==> config.mk <==
export PLATFORM = sky130hd
export DESIGN_NAME = bcd_display_scanner
export DESIGN_NICKNAME = d
export VERILOG_FILES = /design/src/rtl/bcd_display_scanner.sv
export SDC_FILE = /design/constraint.sdc
export NUM_CORES = 1
export LEC_CHECK = 0
export CORE_UTILIZATION = 27
export DETAILED_ROUTE_END_ITERATION = 10
export GPL_TIMING_DRIVEN = 0
export RECOVER_POWER = 100
export SYNTH_ARGS = -nofsm -noshare
export SYNTH_HDL_FRONTEND = slang
export SYNTH_SLANG_ARGS = --single-unit
==> constraint.sdc <==
create_clock -name clk -period 2.3 [get_ports clk]
set_input_delay 0.345 -clock clk [delete_from_list [all_inputs] [get_ports clk]]
set_output_delay 0.345 -clock clk [all_outputs]
set_load 0.02 [all_outputs]
==> src/rtl/bcd_display_scanner.sv <==
// bcd_display_scanner
//   Time-multiplexes a packed-BCD value onto one shared seven-segment decoder
//   and a bank of digit enables. It loads new values only at frame boundaries,
//   so a frame never shows a mix of old and new digits. It can blank leading
//   zeros and it keeps any slot dark whose nibble is not a valid BCD code.
//
// Ports
//   clk        : system clock, all state on the rising edge
//   rst        : asynchronous, active-high reset
//   enable     : 1 = scanning runs, 0 = display dark and scan held at slot 0
//   load       : single-cycle strobe that captures value
//   value      : packed BCD, digit i in bits [4i+3:4i], digit 0 = least significant
//   lz_blank   : 1 = blank leading zeros (digit 0 is never blanked)
//   digit_bcd  : BCD code of the current slot, drives decoder b3..b0
//   anode      : per-digit enable, polarity set by ANODE_ACTIVE_LOW
//   digit_idx  : index of the current slot
//   frame_tick : one-cycle pulse on the edge where digit_idx wraps to 0
//   bad_digit  : 1 while the display register holds any nibble > 9
module bcd_display_scanner #(
  parameter int NUM_DIGITS       = 4,
  parameter int PRESCALE         = 100000,
  parameter bit ANODE_ACTIVE_LOW = 1'b1
) (
  input  logic                          clk,
  input  logic                          rst,
  input  logic                          enable,
  input  logic                          load,
  input  logic [4*NUM_DIGITS-1:0]       value,
  input  logic                          lz_blank,
  output logic [3:0]                    digit_bcd,
  output logic [NUM_DIGITS-1:0]         anode,
  output logic [$clog2(NUM_DIGITS)-1:0] digit_idx,
  output logic                          frame_tick,
  output logic                          bad_digit
);

  localparam int IDX_W = $clog2(NUM_DIGITS);
  localparam int PS_W  = (PRESCALE > 1) ? $clog2(PRESCALE) : 1;
  localparam int VAL_W = 4 * NUM_DIGITS;

  localparam logic [PS_W-1:0]       PS_LAST   = PS_W'(PRESCALE - 1);
  localparam logic [IDX_W-1:0]      IDX_LAST  = IDX_W'(NUM_DIGITS - 1);
  localparam logic [NUM_DIGITS-1:0] ANODE_OFF = ANODE_ACTIVE_LOW ? {NUM_DIGITS{1'b1}}
                                                                 : {NUM_DIGITS{1'b0}};

  // True if any nibble of v is outside the BCD range 0..9.
  function automatic logic has_bad(input logic [VAL_W-1:0] v);
    logic b;
    b = 1'b0;
    for (int i = 0; i < NUM_DIGITS; i++) begin
      if (v[4*i +: 4] > 4'd9) b = 1'b1;
    end
    return b;
  endfunction

  // Anode pattern and BCD code for slot idx of display value v.
  // Returns {anode, bcd}. Invalid or blanked slots are fully dark.
  function automatic logic [NUM_DIGITS+3:0] slot_drive(input logic [VAL_W-1:0] v,
                                                       input logic [IDX_W-1:0] idx,
                                                       input logic             lz);
    logic [3:0]            nib;
    logic                  upper_zero;
    logic [NUM_DIGITS-1:0] onehot;
    nib        = 4'd0;
    upper_zero = 1'b1;
    onehot     = '0;
    for (int i = 0; i < NUM_DIGITS; i++) begin
      if (IDX_W'(i) == idx) begin
        nib       = v[4*i +: 4];
        onehot[i] = 1'b1;
      end
      // Slot is a leading zero only if it and every higher nibble are zero.
      if (i >= int'(idx) && v[4*i +: 4] != 4'd0) upper_zero = 1'b0;
    end
    if (nib > 4'd9 || (lz && idx != '0 && upper_zero)) begin
      return {ANODE_OFF, 4'd0};
    end
    // XOR with the idle pattern turns on exactly the selected digit.
    return {ANODE_OFF ^ onehot, nib};
  endfunction

  logic [PS_W-1:0]       presc_q, presc_d;
  logic [IDX_W-1:0]      idx_q, idx_d;
  logic                  run_q, run_d;
  logic [VAL_W-1:0]      pend_q, pend_d;
  logic                  pvld_q, pvld_d;
  logic [VAL_W-1:0]      disp_q, disp_d;
  logic [3:0]            bcd_q, bcd_d;
  logic [NUM_DIGITS-1:0] anode_q, anode_d;
  logic                  ft_q, ft_d;
  logic                  bad_q, bad_d;

  logic slot_tick;
  logic wrap;

  always_comb begin
    presc_d = presc_q;
    idx_d   = idx_q;
    run_d   = run_q;
    pend_d  = pend_q;
    pvld_d  = pvld_q;
    disp_d  = disp_q;
    bcd_d   = bcd_q;
    anode_d = anode_q;
    ft_d    = 1'b0;

    slot_tick = (presc_q == PS_LAST);
    // run_q is low on the first enabled edge, which restarts at slot 0
    // rather than counting as a boundary.
    wrap      = run_q && slot_tick && (idx_q == IDX_LAST);

    if (!enable) begin
      presc_d = '0;
      idx_d   = '0;
      run_d   = 1'b0;
      anode_d = ANODE_OFF;
      bcd_d   = 4'd0;
      // Nothing is on screen, so a load can go straight to the display.
      if (load) disp_d = value;
    end else begin
      run_d = 1'b1;
      if (!run_q) begin
        presc_d = '0;
        idx_d   = '0;
      end else if (slot_tick) begin
        presc_d = '0;
        idx_d   = (idx_q == IDX_LAST) ? '0 : idx_q + 1'b1;
      end else begin
        presc_d = presc_q + 1'b1;
      end
      ft_d = wrap;
      if (wrap && pvld_q) begin
        disp_d = pend_q;
        pvld_d = 1'b0;
      end
      // A load coinciding with the wrap stays pending for the next boundary.
      if (load) begin
        pend_d = value;
        pvld_d = 1'b1;
      end
      // Drive from the next-state index and value so digit 0 of a new frame
      // already shows the new value.
      {anode_d, bcd_d} = slot_drive(disp_d, idx_d, lz_blank);
    end

    bad_d = has_bad(disp_d);
  end

  always_ff @(posedge clk or posedge rst) begin
    if (rst) begin
      presc_q <= '0;
      idx_q   <= '0;
      run_q   <= 1'b0;
      pend_q  <= '0;
      pvld_q  <= 1'b0;
      disp_q  <= '0;
      bcd_q   <= 4'd0;
      anode_q <= ANODE_OFF;
      ft_q    <= 1'b0;
      bad_q   <= 1'b0;
    end else begin
      presc_q <= presc_d;
      idx_q   <= idx_d;
      run_q   <= run_d;
      pend_q  <= pend_d;
      pvld_q  <= pvld_d;
      disp_q  <= disp_d;
      bcd_q   <= bcd_d;
      anode_q <= anode_d;
      ft_q    <= ft_d;
      bad_q   <= bad_d;
    end
  end

  assign digit_bcd  = bcd_q;
  assign anode      = anode_q;
  assign digit_idx  = idx_q;
  assign frame_tick = ft_q;
  assign bad_digit  = bad_q;

endmodule
==> results.json, run 1 <==
{
  "rsz0062_at_grt": "yes",
  "ys_warn_count": 0,
  "timing.rr.start": "presc_q[13]",
  "synth_fp_nets": 352,
  "tns_ns": -1.30,
  "gr-total-overflow": 0,
  "dr.pass1.iters": 5,
  "place_congestion": 0.906,
  "critPathKind": "register to register",
  "worst_pin_slew_ns": 1.19,
  "syn2layout_area_growth_pct": 33.2,
  "syn_inst": 329,
  "cp.arrival_ns": 2.67,
  "final_max_slew_viol_count": 0,
  "setup_viol": 9,
  "holdPathStages": 1,
  "hp-class": "register to register",
  "die_w_um": 114,
  "r2r-end": "digit_bcd[2]",
  "rows": 40,
  "start_util_pct": 27.9,
  "layout_setup_ws_ns": -0.177,
  "cts_root_buffer": "clkbuf_16",
  "min_to": "pend_q[5]",
  "grt_pass1_wl_mm": 15.0,
  "fmaxAchievable_ghz": 0.404,
  "port_buffers": 32,
  "grt_use_total_pct": 14.9,
  "postLayoutCoreUtil_pct": 37.2,
  "boundaryPins": 33,
  "drc": 0,
  "power_frac_comb_pct": 12.6,
  "synth_seq_cells": 63,
  "r2r_slack_ns": -0.18,
  "fin_crit_sh_pct": 108,
  "cts.clk_slew.worst_paths_ns": 0.06,
  "status": "finished, violations left",
  "async_flop_share_pct": 100,
  "synth.mux.area_fraction_pct": 7.47,
  "clockPowerShare_pct": 42.7,
  "grt_pass1_vias": 2974,
  "drive_above_1_share_pct": 26.4,
  "synth-simple-area-share_pct": 23.6,
  "ys_seq_area_share_pct": 47.0,
  "die_area_mm2": 0.0129,
  "synthFlopType": "dfrtp_1",
  "peakVddDrop_v": 0.000335,
  "tritoncts": "done",
  "synth_top_family_by_area": "simple AND/OR/NAND/NOR gates",
  "synth_xor_area_share_pct": 3.38,
  "p_leak_nw": 1.74,
  "cp_max_fo": 5,
  "hold_violations": 0,
  "drt_iter0_drc": 214,
  "cts_buffers": 9,
  "netSwitchingPower_mw": 0.734,
  "n_antenna_cell": 0,
  "synthAdderAreaFrac_pct": 0.743,
  "p_per_area_mw_per_mm2": 638,
  "vias_per_cell": 5.17,
  "power_frac_seq_pct": 44.8,
  "endpoint_kind": "register",
  "layout.nets": 419,
  "clock_sinks": 63,
  "htreeDepth": 3,
  "vias": 2942,
  "p_int_mw": 2.13,
  "cts_max_path_buffers": 2,
  "synth-compound-area-share_pct": 15.4,
  "cts.hold.buffers_added": 0,
  "reg2reg_depth": 9,
  "synth_edf_count": 0,
  "whs_ns": 0.510,
  "die_h_um": 114,
  "fin_skew_ns": 0.0109,
  "relSlewSlack_pct": 20.7,
  "synth_area_mm2": 0.00337,
  "coreArea_mm2": 0.0121,
  "antenna_found_initial": 0,
  "start_kind": "register",
  "clkLatencyLatePin_ns": 0.33,
  "synth.distinct_cells": 59,
  "drtAntennaViolNets": 0,
  "grt_max_degree": 34,
  "wl_per_cell_um": 16.1,
  "swShare_pct": 25.7,
  "avgSynthCellArea_um2": 10.2,
  "dpl.hpwl_mm": 6.39,
  "violations": "setup timing",
  "min_from": "pend_q[5]",
  "cap_violations": 0,
  "period_minus_slack_ns": 2.48,
  "critical_path_required_ns": 2.49,
  "drt-total-wl_mm": 9.18
}
==> registers in the layout (all words and copies together) (netlist names) <==
signal / count
digit_bcd: 4
anode: 4
disp_q: 16
frame_tick: 1
bad_digit: 1
pend_q: 16
presc_q: 17
pvld_q: 1
digit_idx: 2
run_q: 1
==> cell usage in the layout (no fill, tap or decap), types with 3 or more instances in the layout <==
cell / n
a211oi_1: 16
a21oi_1: 7
a31oi_1: 15
and3_1: 3
buf_4: 24
clkbuf_1: 9
clkbuf_16: 9
clkdlybuf4s50_1: 18
clkinv_2: 3
dfrtp_1: 56
dfrtp_2: 3
dfstp_2: 4
dlygate4sd3_1: 14
inv_1: 5
mux2_2: 16
mux2i_1: 4
nand2_1: 31
nand3_1: 11
nand4_1: 15
nor2_1: 23
nor2b_1: 16
nor3_1: 6
o21ai_0: 10
o21ai_1: 3
xnor2_1: 5
xor2_1: 8
==> cell type report <==
class | instances | area, µm²
multi-input combinational | 247 | 1820
sequential | 63 | 1590
clock inverter | 4 | 22.5
fill | 1225 | 7580
inverter | 6 | 22.5
timing repair buffer | 58 | 523
buffer | 11 | 58.8
clock buffer | 12 | 246
tap | 168 | 210
==> cell families after synthesis <==
group           Yosys count
mux                      23
xor+xnor                 13
flops                    63
buf+inv                  19
fa+ha+maj                 2
compound gates           73
simple gates            136
==> metrics by stage <==
stage	instance area (µm²)	total power, mW	instances	setup WS [ns]
CTS	4380	2.87	559	-0.248
finish	4480	2.86	569	-0.177
floorplan	3370	1.48	329	-0.197
global route	4480	2.98	569	-0.301
detailed placement	3920	1.63	530	-0.555
global placement	3900	1.62	529	-0.756
==> cells in the mapped netlist, drive strengths merged (2+ instances only) <==
library cell,number,area [µm²]
nand3,12,65.1
nand2,32,120
a31oi,15,93.8
mux2,17,191
and2,3,20.0
o21ai,13,65.1
and3,4,26.3
nand4,16,106
xnor2,5,43.8
clkbuf,11,41.3
nor2b,16,100
a21oi,9,48.8
inv,6,22.5
nand4bb,2,55.1
buf,2,18.8
a211oi,17,128
a21o,3,32.5
o22ai,2,12.5
or3,2,12.5
ha,2,25.0
or4,2,15.0
or2,2,12.5
dfrtp,59,1480
dfstp,4,105
xor2,8,70.1
and4bb,2,25.0
o31ai,2,15.0
nor4,4,40.0
nor3,7,35.0
mux2i,6,60.1
nor2,26,100
==> power groups by stage <==
stage	clock (mW)	sequential [mW]	combinational [mW]
finish	1.22	1.28	0.359
global route	1.30	1.29	0.394
CTS	1.25	1.28	0.346
detailed placement	0	1.30	0.336
global placement	0	1.29	0.323
floorplan	0	1.27	0.209
==> worst max-delay path, cell delays in order (launching register included) <==
cell and delay (ns):
dfrtp_2 0.41, or4b_4 0.56, nor4_4 0.15, buf_6 0.18
mux2i_4 0.28, a211oi_2 0.11, o41ai_2 0.30, buf_4 0.18
nand2b_4 0.12, nor2_1 0.04
==> per-layer routing <==
metal  share of wire (%)  vias up  global-route usage, %
li1                    -     1363                      -
met1                  46     1464                   19.8
met2                  47      101                   23.5
met3                 5.6       14                   3.35
met4                 1.5        0                   5.88
met5                   0        -                      0
==> how the worst max path moves through the flow <==
| stage | start | end | slack [ns] | depth (start not counted) |
|---|---|---|---|---|
| finish | presc_q[13] | digit_bcd[2] | -0.18 | 9 |
| global placement | rst | digit_bcd[2] | -0.76 | 2 |
| floorplan | presc_q[5] | digit_bcd[0] | -0.20 | 7 |
| CTS | presc_q[13] | digit_bcd[2] | -0.25 | 9 |
| detailed placement | presc_q[5] | digit_bcd[0] | -0.55 | 7 |
| global route | presc_q[13] | digit_bcd[0] | -0.30 | 8 |
==> timing repair <==
item                                    CTS  global route
setup buffers                            15            10
pin swaps                                13             8
gates cloned                              0             0
endpoints found under the setup margin   21            26
resized for setup                        24             9
Note: power is estimated with default switching activity, not from simulation.
==> inputs of run 2 (changes only) <==
--- a/config.mk
+++ b/config.mk
@@ -6,6 +6,7 @@
 export NUM_CORES = 1
 export LEC_CHECK = 0
 export CORE_UTILIZATION = 27
+export CTS_BUF_LIST = sky130_fd_sc_hd__clkbuf_4
 export DETAILED_ROUTE_END_ITERATION = 10
 export GPL_TIMING_DRIVEN = 0
 export RECOVER_POWER = 100
==> run 2 against run 1 <==
- the flow still finishes with violations (setup timing)
- global-route usage about the same
- design area decreased by 4.0%
- fmax decreased by 0.95%
- largest cell class unchanged
- highest routed layer unchanged
==> results.json, run 2 (synthesized netlist as in run 1, its figures left out) <==
{
  "cts_buffers": 9,
  "whs_ns": 0.521,
  "vias_per_cell": 5.13,
  "reg2reg_depth": 9,
  "drt_iter0_drc": 296,
  "drive_above_1_share_pct": 25.1,
  "clkLatencyLatePin_ns": 0.43,
  "violations": "setup timing",
  "power_frac_comb_pct": 15.4,
  "p_per_area_mw_per_mm2": 527,
  "power_mw": 2.27,
  "dpl.hpwl_mm": 6.39,
  "antenna_found_initial": 0,
  "clockPowerShare_pct": 28.2,
  "cts_max_path_buffers": 2,
  "die_h_um": 114,
  "rsz0062_at_grt": "yes",
  "endpoint_kind": "register",
  "clock_sinks": 63,
  "cts.clk_slew.worst_paths_ns": 0.12,
  "setup_viol": 9,
  "crit_path_end": "digit_bcd[2]",
  "hp-class": "register to register",
  "fin_skew_ns": 0.0312,
  "coreArea_mm2": 0.0121,
  "htreeDepth": 3,
  "syn2layout_area_growth_pct": 27.9,
  "swShare_pct": 29.3,
  "vias": 2901,
  "grt_pass1_wl_mm": 15.0,
  "rows": 40,
  "cts_root_buffer": "clkbuf_4",
  "layout_setup_ws_ns": -0.201,
  "place_congestion": 0.906,
  "gr-total-overflow": 0,
  "fin_crit_sh_pct": 109,
  "cts.hold.buffers_added": 0,
  "port_buffers": 32,
  "use_met2_pct": 23.3,
  "grt_max_degree": 34,
  "placed_area_mm2": 0.00392,
  "cp.arrival_ns": 2.80,
  "relSlewSlack_pct": 18.5,
  "r2r_slack_ns": -0.20,
  "layout.nets": 416,
  "top_usage_layer": "met2",
  "cap_violations": 0,
  "die_w_um": 114,
  "critical_path_required_ns": 2.60,
  "use_met1_pct": 19.8,
  "tritoncts": "done",
  "largest_reg_flops": 17,
  "die_area_mm2": 0.0129,
  "worst_pin_slew_ns": 1.22,
  "p_leak_nw": 1.66,
  "drtAntennaViolNets": 0,
  "tns_ns": -1.55,
  "final_area_mm2": 0.00431,
  "start_kind": "register",
  "p_int_mw": 1.60,
  "peakVddDrop_v": 0.000250,
  "netSwitchingPower_mw": 0.665,
  "most-common-layout-cells": "57 x dfrtp_1, 31 x nand2_1, 25 x nor2_1",
  "grt_use_total_pct": 14.9,
  "start_util_pct": 27.9,
  "r2r-end": "digit_bcd[2]",
  "final_common_cell": "dfrtp_1",
  "power_frac_seq_pct": 56.4,
  "drt-total-wl_mm": 9.08,
  "drc": 0,
  "fmaxAchievable_ghz": 0.400,
  "timing.rr.start": "presc_q[11]",
  "reg_top3": "presc_q (17), disp_q (16), pend_q (16)",
  "hold_violations": 0,
  "n_antenna_cell": 0,
  "period_minus_slack_ns": 2.50,
  "boundaryPins": 33,
  "final_max_slew_viol_count": 0,
  "use_met3_pct": 3.56,
  "pre_cts_slack_ns": -0.555,
  "top_register": "presc_q",
  "crit_start": "presc_q[11]",
  "cp_max_fo": 5,
  "status": "finished, violations left",
  "dr.pass1.iters": 5,
  "grt_pass1_vias": 2965,
  "wl_per_cell_um": 16.0,
  "critPathKind": "register to register"
}
==> run 2: final cells by class <==
type	count	area, µm²
fillers	1245	7750
multi-input cells	247	1810
flip-flops and latches	63	1580
repair buffers	55	509
well taps	168	210
clock buffers	11	82.6
plain buffers	11	57.6
clock inverters	5	26.3
inverters	6	22.5
==> run 2: worst min-delay path by stage <==
stage                    start          to  slack [ns]  cells after the start
global route         pend_q[5]   pend_q[5]        0.54                      1
detailed placement  presc_q[0]  presc_q[0]        0.49                      1
finish               pend_q[5]   pend_q[5]        0.52                      1
global placement    presc_q[0]  presc_q[0]        0.48                      1
CTS                        rst   pend_q[5]        0.35                      2
floorplan               enable       run_q        0.38                      0
==> run 2: worst max-delay path, cell delays in order, from the launching register on <==
cell and delay, ns:
dfrtp_1 0.46, or4b_4 0.56, nor4_4 0.15, buf_6 0.18
mux2i_4 0.28, a211oi_1 0.12, o41ai_2 0.29, buf_4 0.17
nand2b_4 0.12, nor2_1 0.04
==> run 2: what timing repair did <==
item / CTS / global route
endpoints found under the setup margin: 24 / 31
gates cloned: 0 / 0
setup buffers: 13 / 9
pin swaps: 9 / 12
resized for setup: 17 / 12
==> run 2: power groups by stage <==
stage	clock network (mW)	registers (mW)	logic, mW
floorplan	0	1.27	0.209
global placement	0	1.29	0.323
detailed placement	0	1.30	0.336
CTS	0.668	1.27	0.344
global route	0.713	1.29	0.384
finish	0.640	1.28	0.349
==> run 2: layer usage <==
layer / share of wire [%] / wire length (µm)
met2: 47 / 4230
met5: 0 / 0
met3: 5.8 / 531
met1: 45 / 4130
met4: 2.1 / 190
==> run 2: metrics by stage <==
step                utilization, %  instances
finish                        35.7        566
floorplan                        -        329
CTS                           34.9        558
detailed placement            32.5        530
global placement              32.3        529
global route                  35.7        566
==> inputs of run 3 (changes only) <==
--- a/config.mk
+++ b/config.mk
@@ -8,6 +8,7 @@
 export CORE_UTILIZATION = 27
 export CTS_BUF_LIST = sky130_fd_sc_hd__clkbuf_4
 export DETAILED_ROUTE_END_ITERATION = 10
+export GPL_ROUTABILITY_DRIVEN = 0
 export GPL_TIMING_DRIVEN = 0
 export RECOVER_POWER = 100
 export SYNTH_ARGS = -nofsm -noshare
==> results of run 3 <==
Same layout as run 2: the final DEF is identical, and so are final timing and power.
